--- config.mk ---
export PLATFORM = sky130hd
export DESIGN_NAME = bomb_controller
export DESIGN_NICKNAME = d
export VERILOG_FILES = /design/src/rtl/bomb_controller.sv
export SDC_FILE = /design/constraint.sdc
export NUM_CORES = 1
export LEC_CHECK = 0
export CORE_MARGIN = 2
export CORE_UTILIZATION = 59
export CTS_CLUSTER_SIZE = 8
export DETAILED_ROUTE_END_ITERATION = 7
export PLACE_DENSITY = 0.86
export SLEW_MARGIN = 20
export SYNTH_ARGS = -nofsm -noshare
export SYNTH_HDL_FRONTEND = slang
export SYNTH_SLANG_ARGS = --single-unit
--- constraint.sdc ---
create_clock -name clk -period 4.8 [get_ports clk]
set_input_delay 0.96 -clock clk [delete_from_list [all_inputs] [get_ports clk]]
set_output_delay 0.96 -clock clk [all_outputs]
set_load 0.01 [all_outputs]
--- src/rtl/bomb_controller.sv ---
// Single-bomb controller: snaps the player's hitbox to the arena grid on a drop,
// runs the fuse, then the explosion, and returns to idle.
module bomb_controller #(
    parameter int unsigned FUSE_MAX = 150000000,
    parameter int unsigned EXP_MAX  = 25000000
) (
    input  logic       clk,
    input  logic       reset,
    input  logic [9:0] x_b,
    input  logic [9:0] y_b,
    input  logic       bomb_btn,
    input  logic       gameover,
    output logic [9:0] bomb_x,
    output logic [9:0] bomb_y,
    output logic       bomb_active,
    output logic       exp_active,
    output logic       exp_start
);

    localparam int unsigned CW = 10;
    localparam int unsigned TW = 28;

    localparam logic [CW-1:0] ORG_X   = CW'(48);
    localparam logic [CW-1:0] ORG_Y   = CW'(32);
    localparam logic [CW-1:0] OFF_X   = CW'(8);
    localparam logic [CW-1:0] OFF_Y   = CW'(17);
    localparam logic [CW-1:0] MAX_COL = CW'(32);
    localparam logic [CW-1:0] MAX_ROW = CW'(25);

    localparam logic [TW-1:0] FUSE_LAST = TW'(FUSE_MAX - 1);
    localparam logic [TW-1:0] EXP_LAST  = TW'(EXP_MAX - 1);

    typedef enum logic [1:0] {
        S_IDLE    = 2'd0,
        S_ARMED   = 2'd1,
        S_EXPLODE = 2'd2
    } state_e;

    state_e        state_q, state_d;
    logic [TW-1:0] timer_q, timer_d;
    logic          btn_prev_q, btn_prev_d;
    logic [CW-1:0] bomb_x_q, bomb_x_d;
    logic [CW-1:0] bomb_y_q, bomb_y_d;

    logic          drop;
    logic [CW-1:0] sum_x, sum_y, cx, cy, col, row, snap_x, snap_y;

    // Hitbox-centre to grid tile, clamped to the arena on both sides.
    always_comb begin
        sum_x  = x_b + OFF_X;
        sum_y  = y_b + OFF_Y;
        cx     = (sum_x < ORG_X) ? '0 : (sum_x - ORG_X);
        cy     = (sum_y < ORG_Y) ? '0 : (sum_y - ORG_Y);
        col    = cx >> 4;
        row    = cy >> 4;
        if (col > MAX_COL) col = MAX_COL;
        if (row > MAX_ROW) row = MAX_ROW;
        snap_x = ORG_X + (col << 4);
        snap_y = ORG_Y + (row << 4);
    end

    always_ff @(posedge clk or negedge reset) begin
        if (!reset) begin
            state_q    <= S_IDLE;
            timer_q    <= '0;
            btn_prev_q <= 1'b1;
            bomb_x_q   <= '0;
            bomb_y_q   <= '0;
        end else begin
            state_q    <= state_d;
            timer_q    <= timer_d;
            btn_prev_q <= btn_prev_d;
            bomb_x_q   <= bomb_x_d;
            bomb_y_q   <= bomb_y_d;
        end
    end

    // Next state; gameover outranks the fuse/explosion timeouts.
    always_comb begin
        state_d    = state_q;
        timer_d    = timer_q;
        bomb_x_d   = bomb_x_q;
        bomb_y_d   = bomb_y_q;
        btn_prev_d = bomb_btn;
        drop       = bomb_btn & ~btn_prev_q;
        case (state_q)
            S_IDLE: begin
                if (drop && !gameover) begin
                    state_d  = S_ARMED;
                    timer_d  = '0;
                    bomb_x_d = snap_x;
                    bomb_y_d = snap_y;
                end
            end
            S_ARMED: begin
                if (gameover) begin
                    state_d = S_IDLE;
                    timer_d = '0;
                end else if (timer_q == FUSE_LAST) begin
                    state_d = S_EXPLODE;
                    timer_d = '0;
                end else begin
                    timer_d = timer_q + TW'(1);
                end
            end
            S_EXPLODE: begin
                if (gameover || (timer_q == EXP_LAST)) begin
                    state_d = S_IDLE;
                    timer_d = '0;
                end else begin
                    timer_d = timer_q + TW'(1);
                end
            end
            default: begin
                state_d = S_IDLE;
                timer_d = '0;
            end
        endcase
    end

    // Outputs decode registered state only.
    always_comb begin
        bomb_x      = bomb_x_q;
        bomb_y      = bomb_y_q;
        bomb_active = (state_q == S_ARMED);
        exp_active  = (state_q == S_EXPLODE);
        exp_start   = (state_q == S_EXPLODE) && (timer_q == '0);
    end

endmodule

==> impl_metrics.json, run 1 <==
{
  "netlist.area_leader.share_pct": 33.16,
  "period_share_pct": 78.45,
  "drt_iter0_drc": 219,
  "die_area_mm2": 0.005974,
  "initial_core_util_pct": 61.66,
  "clock_sinks": 43,
  "synth_most_common_cell": "nand2_1",
  "cts-buffers-inserted": 5,
  "grt.met1_usage_pct": 33.33,
  "cp_slowest_cell": "a41oi_1",
  "rsz0062_at_grt": "false",
  "clock_skew_ns": 0.008538,
  "synth_area_mm2": 0.003169,
  "grt_start_max_net_pins": 44,
  "antenna_found_initial": 0,
  "path_cells": "clkdlybuf4s50_1 -> a41oi_1 -> nand2_1 -> nand2_1 -> ha_1 -> a21boi_0 -> a21oi_1 -> a222oi_1 -> nand2_1 -> nand2_1 -> nor2_1 -> ha_1 -> xnor2_1 -> o21ai_0",
  "wl_per_cell_um": 15.37,
  "fmaxAchievable_mhz": 265.6,
  "post-cts-setup-buffers": 0,
  "use_met3_pct": 3.529,
  "avgViaCountPerCell": 6.245,
  "first_pass_iters": 5,
  "drive_gt1_share_pct": 4.337,
  "avgSynthCellArea_um2": 8.211,
  "ios": 47,
  "crit_path_max_incr_delay_ns": 0.61,
  "gp_congestion": 0.9076,
  "async_flop_share_pct": 100.0,
  "yosys_register_bits": 43,
  "synthFlopType": "dfrtp_1",
  "tightest_slew_ns": 0.9499,
  "slew_headroom_pct": 36.67,
  "ys_warn_count": 0,
  "die_x_um": 77.29,
  "cp.required_ns": 4.97,
  "ctsLongestPathBuffers": 2,
  "cp_top_family": "compound AO/OA/AOI/OAI gates",
  "hpwl_um": 5501,
  "grt-busiest-layer": "met2",
  "yosysTopAreaCell": "dfrtp_1",
  "grt_pass1_vias": 2791,
  "endpoint_kind": "flip-flop",
  "numPortBuffers": 35,
  "route.vias.total": 3029,
  "synth_common_cells": "48 x nand2_1, 42 x dfrtp_1, 30 x nor2_1",
  "finalSetupViolations": 0,
  "ys_seq_area_share_pct": 33.99,
  "drv_slew": 0,
  "cts-root-buf": "clkbuf_8",
  "core_area_mm2": 0.005140,
  "areaGrowthSynthToFinish_pct": 13.38,
  "grt_overflow": 0,
  "htreeDepth": 2,
  "met2_usage_pct": 43.48,
  "seq_area_mm2": 0.001077,
  "num-fill-cells": 451,
  "post_cts_resized": 0,
  "clk_latency_ns": 0.30,
  "synth-edff-count": 0,
  "run_status": "finished, final reports clean",
  "grt_pass1_wl_um": 12540,
  "power_leakage_nw": 1.460,
  "drt.antenna.violating_nets": 0,
  "finalWorstPathRequiredPeriod_ns": 3.766,
  "ys_types": 63,
  "path_max_fanout": 8,
  "drt-total-wl_um": 7454,
  "diodes": 0,
  "power.density_mw_per_mm2": 290.0,
  "path_common_cell": "nand2_1",
  "final_util_pct": 69.91,
  "hold_class": "reg2reg",
  "multiInputGateArea_mm2": 0.001946,
  "drv_cap": 0,
  "clkSlewWorstSetupHoldPaths_ns": 0.08,
  "synth_cells": 386,
  "critPathBufInv": 1,
  "cts_tree": "done",
  "path_class": "in2reg",
  "remaining_drc_errors": 0,
  "cp.arrival_ns": 3.94,
  "nNetsFinal": 448,
  "cts_hold_buf": 0,
  "die_h_um": 77.29,
  "critPathLaunchType": "input pin",
  "synth.area.top_cells": "dfrtp_1 33%, nand2_1 5.7%, ha_1 3.9%, nand3_1 3.8%, nor2_1 3.6%",
  "grt_usage_pct": 25.66,
  "ir_worst_vdd_v": 0.0002463,
  "hold_viol_final": 0,
  "num_rows": 26,
  "setup_tns_ns": 0
}
-- final cells by class --
| cell class | instances | share of cell area [%] |
|---|---|---|
| Multi-Input combinational cell | 315 | 54.14 |
| Sequential cell | 43 | 29.98 |
| Timing Repair Buffer | 35 | 9.610 |
| Tap cell | 70 | 2.437 |
| Clock buffer | 6 | 2.019 |
| Inverter | 14 | 1.462 |
| Clock inverter | 2 | 0.3482 |
-- cell families (layout without fill, tap and decap cells) --
kind of cell / count (synthesis) / count (layout) / share of synthesized area (%)
buffers and inverters: 35 / 57 / 5.448
muxes: 3 / 3 / 0.9870
and+or+nand+nor: 185 / 185 / 30.52
other: 1 / 8 / 0.1183
xor gates and xnor gates: 18 / 18 / 4.975
AOI/OAI and AO/OA: 91 / 91 / 20.02
adders and majority gates: 10 / 10 / 3.948
DFF: 43 / 43 / 33.99
-- worst paths after layout --
kind	startpoint	end	slack [ns]	cells after the start
worst min-delay path	bomb_x[5]	bomb_x[5]	0.49	2
max in group asynchronous	reset	timer_q[11]	3.41	1
min in group asynchronous	reset	timer_q[18]	0.80	1
worst max register to register	timer_q[17]	timer_q[13]	2.06	6
worst max-delay path	y_b[2]	bomb_y[7]	1.03	14
worst min register to register	bomb_x[5]	bomb_x[5]	0.49	2
-- worst min-delay path, delay by kind of cell (launching register included) --
kind	cells	cell delay, ns
simple gates	1	0.05
flops	1	0.35
compound gates	1	0.06
-- where the power goes --
| part | internal, mW | switching [mW] |
|---|---|---|
| Sequential | 0.405 | 0.0278 |
| Combinational | 0.171 | 0.209 |
| Clock | 0.102 | 0.128 |
| Total | 0.677 | 0.365 |
-- state kept, by name, summed over array words and instances, names as in the netlist --
name and count:
bomb_y 6, btn_prev_q 1, state_q 2, timer_q 28, bomb_x 6
-- layer usage --
| layer | up-vias | part of all wire (%) | wire (µm) |
|---|---|---|---|
| met3 | 16 | 5.3 | 398 |
| met4 | 0 | 2.1 | 155 |
| met5 | - | 0 | 0 |
| met2 | 111 | 49 | 3627 |
| met1 | 1429 | 44 | 3273 |
| li1 | 1473 | - | - |
-- through the flow --
| stage | setup WS, ns | power, mW | hold slack, ns | cells | instance area [µm²] |
|---|---|---|---|---|---|
| final | 1.035 | 1.042 | 0.4950 | 485 | 3593 |
| after floorplan | 1.614 | 0.6615 | 0.4722 | 393 | 3196 |
| after global placement | 0.8209 | 0.8034 | 0.4643 | 477 | 3508 |
| after detailed placement | 0.7351 | 0.8145 | 0.4691 | 477 | 3508 |
| after global routing | 0.7297 | 1.103 | 0.5241 | 485 | 3593 |
| after CTS | 1.063 | 1.046 | 0.4952 | 485 | 3593 |
-- cell usage in the layout (no fill, tap or decap), drive strengths merged, types with 2 or more instances in the layout --
cell type and n:
nor2b 4, o211ai 4, clkdlybuf4s50 34, a31oi 9, o22a 4, nand3 24, ha 10, clkbuf 6
dfrtp 42, and4 4, nor3 11, xor2 9, inv 14, mux2i 2, nand2 48, a41oi 2
a21o 11, nor3b 2, nand4b 2, nand4 12, nor2 31, o21ai 20, conb 8, o31ai 5
and3 6, a21boi 2, a21oi 18, nor4 15, xnor2 9, a211oi 2, nor4b 2, or3 9
nand2b 3, o22ai 3, and2 7
Power figures use the tool's default switching activity.
==> inputs of run 2 (changes only) <==
--- a/config.mk
+++ b/config.mk
@@ -6,10 +6,10 @@
 export NUM_CORES = 1
 export LEC_CHECK = 0
 export CORE_MARGIN = 2
-export CORE_UTILIZATION = 59
+export CORE_UTILIZATION = 50
 export CTS_CLUSTER_SIZE = 8
 export DETAILED_ROUTE_END_ITERATION = 7
-export PLACE_DENSITY = 0.86
+export PLACE_DENSITY = 0.77
 export SLEW_MARGIN = 20
 export SYNTH_ARGS = -nofsm -noshare
 export SYNTH_HDL_FRONTEND = slang
==> constraint.sdc (replaced) <==
create_clock -name clk -period 3.07 [get_ports clk]
set_input_delay 0.614 -clock clk [delete_from_list [all_inputs] [get_ports clk]]
set_output_delay 0.614 -clock clk [all_outputs]
set_load 0.01 [all_outputs]
==> run 2 against run 1 <==
  * Setup slack lost 0.92 ns
  * Final area grew 13%
  * Die area is 17% higher
  * Clock skew decreased by 0.00083 ns
  * Wire length increased by 8.8%
  * Global-route usage is 2.9 points lower
  * Sequential power increased by 58%
  * Hold slack worse by 0.050 ns
  * Largest power group unchanged
==> impl_metrics.json, run 2 (synthesis results as in run 1) <==
{
  "grt-busiest-layer": "met2",
  "die_x_um": 83.62,
  "drv_slew": 0,
  "wl_per_cell_um": 15.14,
  "grt_overflow": 0,
  "critPathBufInv": 1,
  "clock_sinks": 43,
  "diodes": 0,
  "cts_tree": "done",
  "drt-total-wl_um": 8113,
  "power.density_mw_per_mm2": 451.2,
  "ios": 47,
  "endpoint_kind": "flip-flop",
  "use_met3_pct": 5.539,
  "nNetsFinal": 492,
  "run_status": "finished, final reports clean",
  "clk_latency_ns": 0.31,
  "power_leakage_nw": 1.759,
  "drt_iter0_drc": 190,
  "cp_slowest_cell": "clkdlybuf4s50_1",
  "hold_class": "in2async",
  "core_area_mm2": 0.006241,
  "path_class": "in2reg",
  "slew_headroom_pct": 36.72,
  "path_cells": "clkdlybuf4s50_1 -> nand4_1 -> or3_1 -> and2_4 -> or3_4 -> o21ai_4 -> nand2_2 -> ha_4 -> o31a_1 -> o31ai_1",
  "cts-buffers-inserted": 5,
  "finalWorstPathRequiredPeriod_ns": 2.953,
  "largest_reg_flops": 28,
  "power_mw": 1.832,
  "die_h_um": 83.62,
  "route.vias.total": 3213,
  "clock_skew_ns": 0.007705,
  "seq_area_mm2": 0.001077,
  "tightest_slew_ns": 0.9492,
  "grt_pass1_wl_um": 13340,
  "period_share_pct": 96.19,
  "die_area_mm2": 0.006991,
  "largest-register": "timer_q",
  "path_max_fanout": 4,
  "areaGrowthSynthToFinish_pct": 28.11,
  "hold_viol_final": 0,
  "avgViaCountPerCell": 5.994,
  "first_pass_iters": 5,
  "antenna_found_initial": 0,
  "drive_gt1_share_pct": 17.43,
  "grt_usage_pct": 22.76,
  "ir_worst_vdd_v": 0.0004401,
  "final_cell_mix": "44 x nand2_1, 44 x buf_4, 42 x dfrtp_1",
  "met2_usage_pct": 38.18,
  "cts-root-buf": "clkbuf_8",
  "postPlaceCellArea_mm2": 0.003817,
  "cp.required_ns": 3.28,
  "cp_top_family": "simple AND/OR/NAND/NOR gates",
  "numPortBuffers": 35,
  "num_rows": 29,
  "gp_congestion": 0.9189,
  "critPathLaunchType": "input pin",
  "grt_start_max_net_pins": 44,
  "multiInputGateArea_mm2": 0.002027,
  "htreeDepth": 2,
  "initial_core_util_pct": 50.78,
  "ctsLongestPathBuffers": 2,
  "crit_path_max_incr_delay_ns": 0.49,
  "finalSetupViolations": 0,
  "final_util_pct": 65.06,
  "fmaxAchievable_mhz": 338.6,
  "grt_pass1_vias": 2961,
  "clkSlewWorstSetupHoldPaths_ns": 0.08,
  "num-fill-cells": 510,
  "design_area_mm2": 0.004060,
  "drv_cap": 0,
  "drt.antenna.violating_nets": 0,
  "cp.arrival_ns": 3.16,
  "grt.met1_usage_pct": 29.77,
  "hpwl_um": 5933,
  "remaining_drc_errors": 0
}
==> run 2: cell count changes in the layout (fill, tap and decap cells not counted), moves of 2 or more <==
cell	delta
buf_4	+44
clkdlybuf4s50_1	-7
dlymetal6s2s_1	+6
ha_1	-5
ha_2	+4
nand2_1	-4
nand2_2	+4
o21ai_0	-3
o21ai_1	+2
==> run 2: power by group <==
part / leakage [nW] / switching [mW] / internal, mW
Clock: 0.0612 / 0.207 / 0.263
Sequential: 0.571 / 0.0476 / 0.633
Combinational: 1.13 / 0.351 / 0.329
Total: 1.76 / 0.606 / 1.23
==> run 2: routing by layer <==
metal | vias up | wire (µm)
li1 | 1558 | -
met1 | 1548 | 3777
met2 | 100 | 3874
met3 | 7 | 413
met4 | 0 | 48
met5 | - | 0
==> run 2: through the flow <==
stage	setup WS (ns)	setup TNS, ns	instances	hold WS, ns
after global placement	-0.3387	-1.197	524	0.4706
final	0.1170	0	536	0.4452
after global routing	-0.005444	-0.005444	536	0.5225
after floorplan	0.2299	0	393	0.3184
after CTS	0.01100	0	533	0.4880
after detailed placement	-0.4721	-1.983	524	0.4694
==> run 2: layout make-up <==
type / count / share of cell area (%)
clock buffer: 6 / 2.034
clock inverter: 2 / 0.8629
inverter: 14 / 1.294
multi-input combinational: 315 / 49.92
sequential: 43 / 26.53
tap: 77 / 2.373
timing repair buffer: 79 / 16.98
==> run 2: what timing repair did <==
item,in CTS,in global routing
gates resized for setup,6,24
hold endpoints to repair,0,0
setup endpoints to repair,2,7
buffers inserted,1,3
hold buffers,0,0
pin swaps,4,14
==> run 2: worst paths after layout <==
kind | start | endpoint | slack [ns] | cells after the start
setup / recovery | x_b[5] | bomb_x[8] | 0.12 | 10
setup reg to reg | timer_q[0] | timer_q[27] | 0.40 | 7
min in group clk | bomb_y[6] | bomb_y[6] | 0.50 | 2
max in group asynchronous | reset | timer_q[8] | 2.02 | 1
hold / removal | reset | timer_q[3] | 0.45 | 1
hold reg to reg | bomb_y[6] | bomb_y[6] | 0.50 | 2
==> inputs of run 3 (changes only) <==
--- a/config.mk
+++ b/config.mk
@@ -5,6 +5,7 @@
 export SDC_FILE = /design/constraint.sdc
 export NUM_CORES = 1
 export LEC_CHECK = 0
+export CORE_ASPECT_RATIO = 1.4
 export CORE_MARGIN = 2
 export CORE_UTILIZATION = 50
 export CTS_CLUSTER_SIZE = 8
==> run 3 against run 2 <==
  * Wire length down 2.4%
  * Highest routed layer unchanged
  * Clock-buffer cell count up 1
  * Cell count unchanged
  * Critical endpoint unchanged
  * Register-to-register slack better by 0.02 ns
  * Sequential cell count unchanged
==> impl_metrics.json, run 3 (synthesis results as in run 1) <==
{
  "design_area_mm2": 0.004054,
  "clkSlewWorstSetupHoldPaths_ns": 0.08,
  "cp.arrival_ns": 3.14,
  "die_x_um": 71.29,
  "drt_iter0_drc": 167,
  "power.density_mw_per_mm2": 421.2,
  "ios": 47,
  "gp_congestion": 0.9052,
  "drv_cap": 0,
  "diodes": 0,
  "hold_viol_final": 0,
  "fmaxAchievable_mhz": 341.6,
  "grt_overflow": 0,
  "timing.rr.end": "timer_q[13]",
  "cp.required_ns": 3.28,
  "clock_skew_ns": 0.003278,
  "tightest_slew_ns": 0.9350,
  "drive_gt1_share_pct": 17.89,
  "finalSetupViolations": 0,
  "ir_worst_vdd_v": 0.0002407,
  "critPathLaunchType": "input pin",
  "clock_sinks": 43,
  "r2r_cells": 6,
  "grt_pass1_vias": 3123,
  "antenna_found_initial": 0,
  "drt-total-wl_um": 7917,
  "first_pass_iters": 4,
  "reg2reg_from": "timer_q[17]",
  "numPortBuffers": 35,
  "clk_latency_ns": 0.30,
  "final_cell_mix": "49 x buf_4, 44 x nand2_1, 42 x dfrtp_1",
  "hpwl_um": 6164,
  "largest_reg_flops": 28,
  "route.vias.total": 3214,
  "remaining_drc_errors": 0,
  "endpoint_kind": "flip-flop",
  "layout_commonest_cell": "buf_4",
  "initial_core_util_pct": 51.38,
  "grt_start_max_net_pins": 44,
  "areaGrowthSynthToFinish_pct": 27.91,
  "die_h_um": 98.20,
  "htreeDepth": 2,
  "num_rows": 34,
  "regToRegSetupSlack_ns": 0.42,
  "grt_pass1_wl_um": 13140,
  "postPlaceCellArea_mm2": 0.003864,
  "hold_class": "in2async",
  "slew_headroom_pct": 37.67,
  "finalWorstPathRequiredPeriod_ns": 2.928,
  "cts_tree": "done",
  "cts-buffers-inserted": 5,
  "run_status": "finished, final reports clean",
  "die_area_mm2": 0.007000,
  "path_class": "in2reg",
  "wl_per_cell_um": 14.77,
  "rsz0062_at_grt": "false",
  "timing.hold.ws_ns": 0.4515,
  "period_share_pct": 95.36,
  "cts-root-buf": "clkbuf_8",
  "drt.antenna.violating_nets": 0,
  "drv_slew": 0,
  "core_area_mm2": 0.006168,
  "avgViaCountPerCell": 5.996,
  "cp-startpoint": "x_b[6]",
  "largest-register": "timer_q",
  "path_max_fanout": 4,
  "nNetsFinal": 497,
  "power_leakage_nw": 1.771,
  "ctsLongestPathBuffers": 2,
  "grt_usage_pct": 22.92
}
==> run 3: cell count changes in the layout (fill, tap and decap cells not counted), moves of 2 or more <==
| cell | change |
|---|---|
| clkbuf_1 | +2 |
| o21ai_1 | -2 |
| buf_4 | +5 |
| o21ai_0 | +2 |
==> run 3: metrics by stage <==
step	util, %	setup TNS [ns]	cells	setup slack, ns	power (mW)
after CTS	64.02	0	534	0.01492	1.693
after floorplan	-	0	393	0.2299	1.034
final	65.72	0	536	0.1425	1.708
after detailed placement	62.64	-1.213	526	-0.3370	1.347
after global placement	62.64	-0.8414	526	-0.2382	1.332
after global routing	65.72	0	536	0.004607	1.809
==> run 3: layer usage <==
metal	track usage, %	routed length [µm]	vias up	part of all wire (%)
li1	-	-	1566	-
met1	23.88	2886	1519	36
met2	43.66	4466	105	56
met3	4.438	355	24	4.5
met4	8.999	209	0	2.6
met5	0	0	-	0
==> run 3: worst max path at each step <==
stage | slack [ns] | depth (start not counted) | to
floorplan | 0.23 | 13 | bomb_y[7]
global placement | -0.24 | 11 | bomb_x[8]
detailed placement | -0.34 | 11 | bomb_x[8]
CTS | 0.01 | 14 | bomb_y[7]
global route | 0.005 | 10 | bomb_x[8]
finish | 0.14 | 10 | bomb_x[8]
==> run 3: area by class of cell <==
cell class	instances	area (µm²)
tap	72	90.09
multi-input combinational	315	2022
fill	520	2115
inverter	14	52.55
timing repair buffer	84	730.7
clock buffer	7	76.32
clock inverter	1	5.005
sequential	43	1077
==> run 3: where the power goes <==
part           switching, mW  total, mW  internal (mW)
Sequential            0.0463      0.679          0.633
Clock                  0.188      0.348          0.160
Combinational          0.346      0.681          0.335
Total                  0.580       1.71           1.13
==> run 3: what timing repair did <==
action,in CTS,in global routing
setup buffers,0,2
endpoints found under the setup margin,1,5
resized for setup,1,26
hold buffers,0,0
pin swaps,0,11
==> run 3: critical path, stage by stage <==
cell	delay [ns]
clkdlybuf4s50_1	0.49
nand4_1	0.13
or3_4	0.41
and2_4	0.17
or3_1	0.38
o21ai_2	0.11
nand2_2	0.11
ha_4	0.18
o31a_1	0.30
o31ai_2	0.23
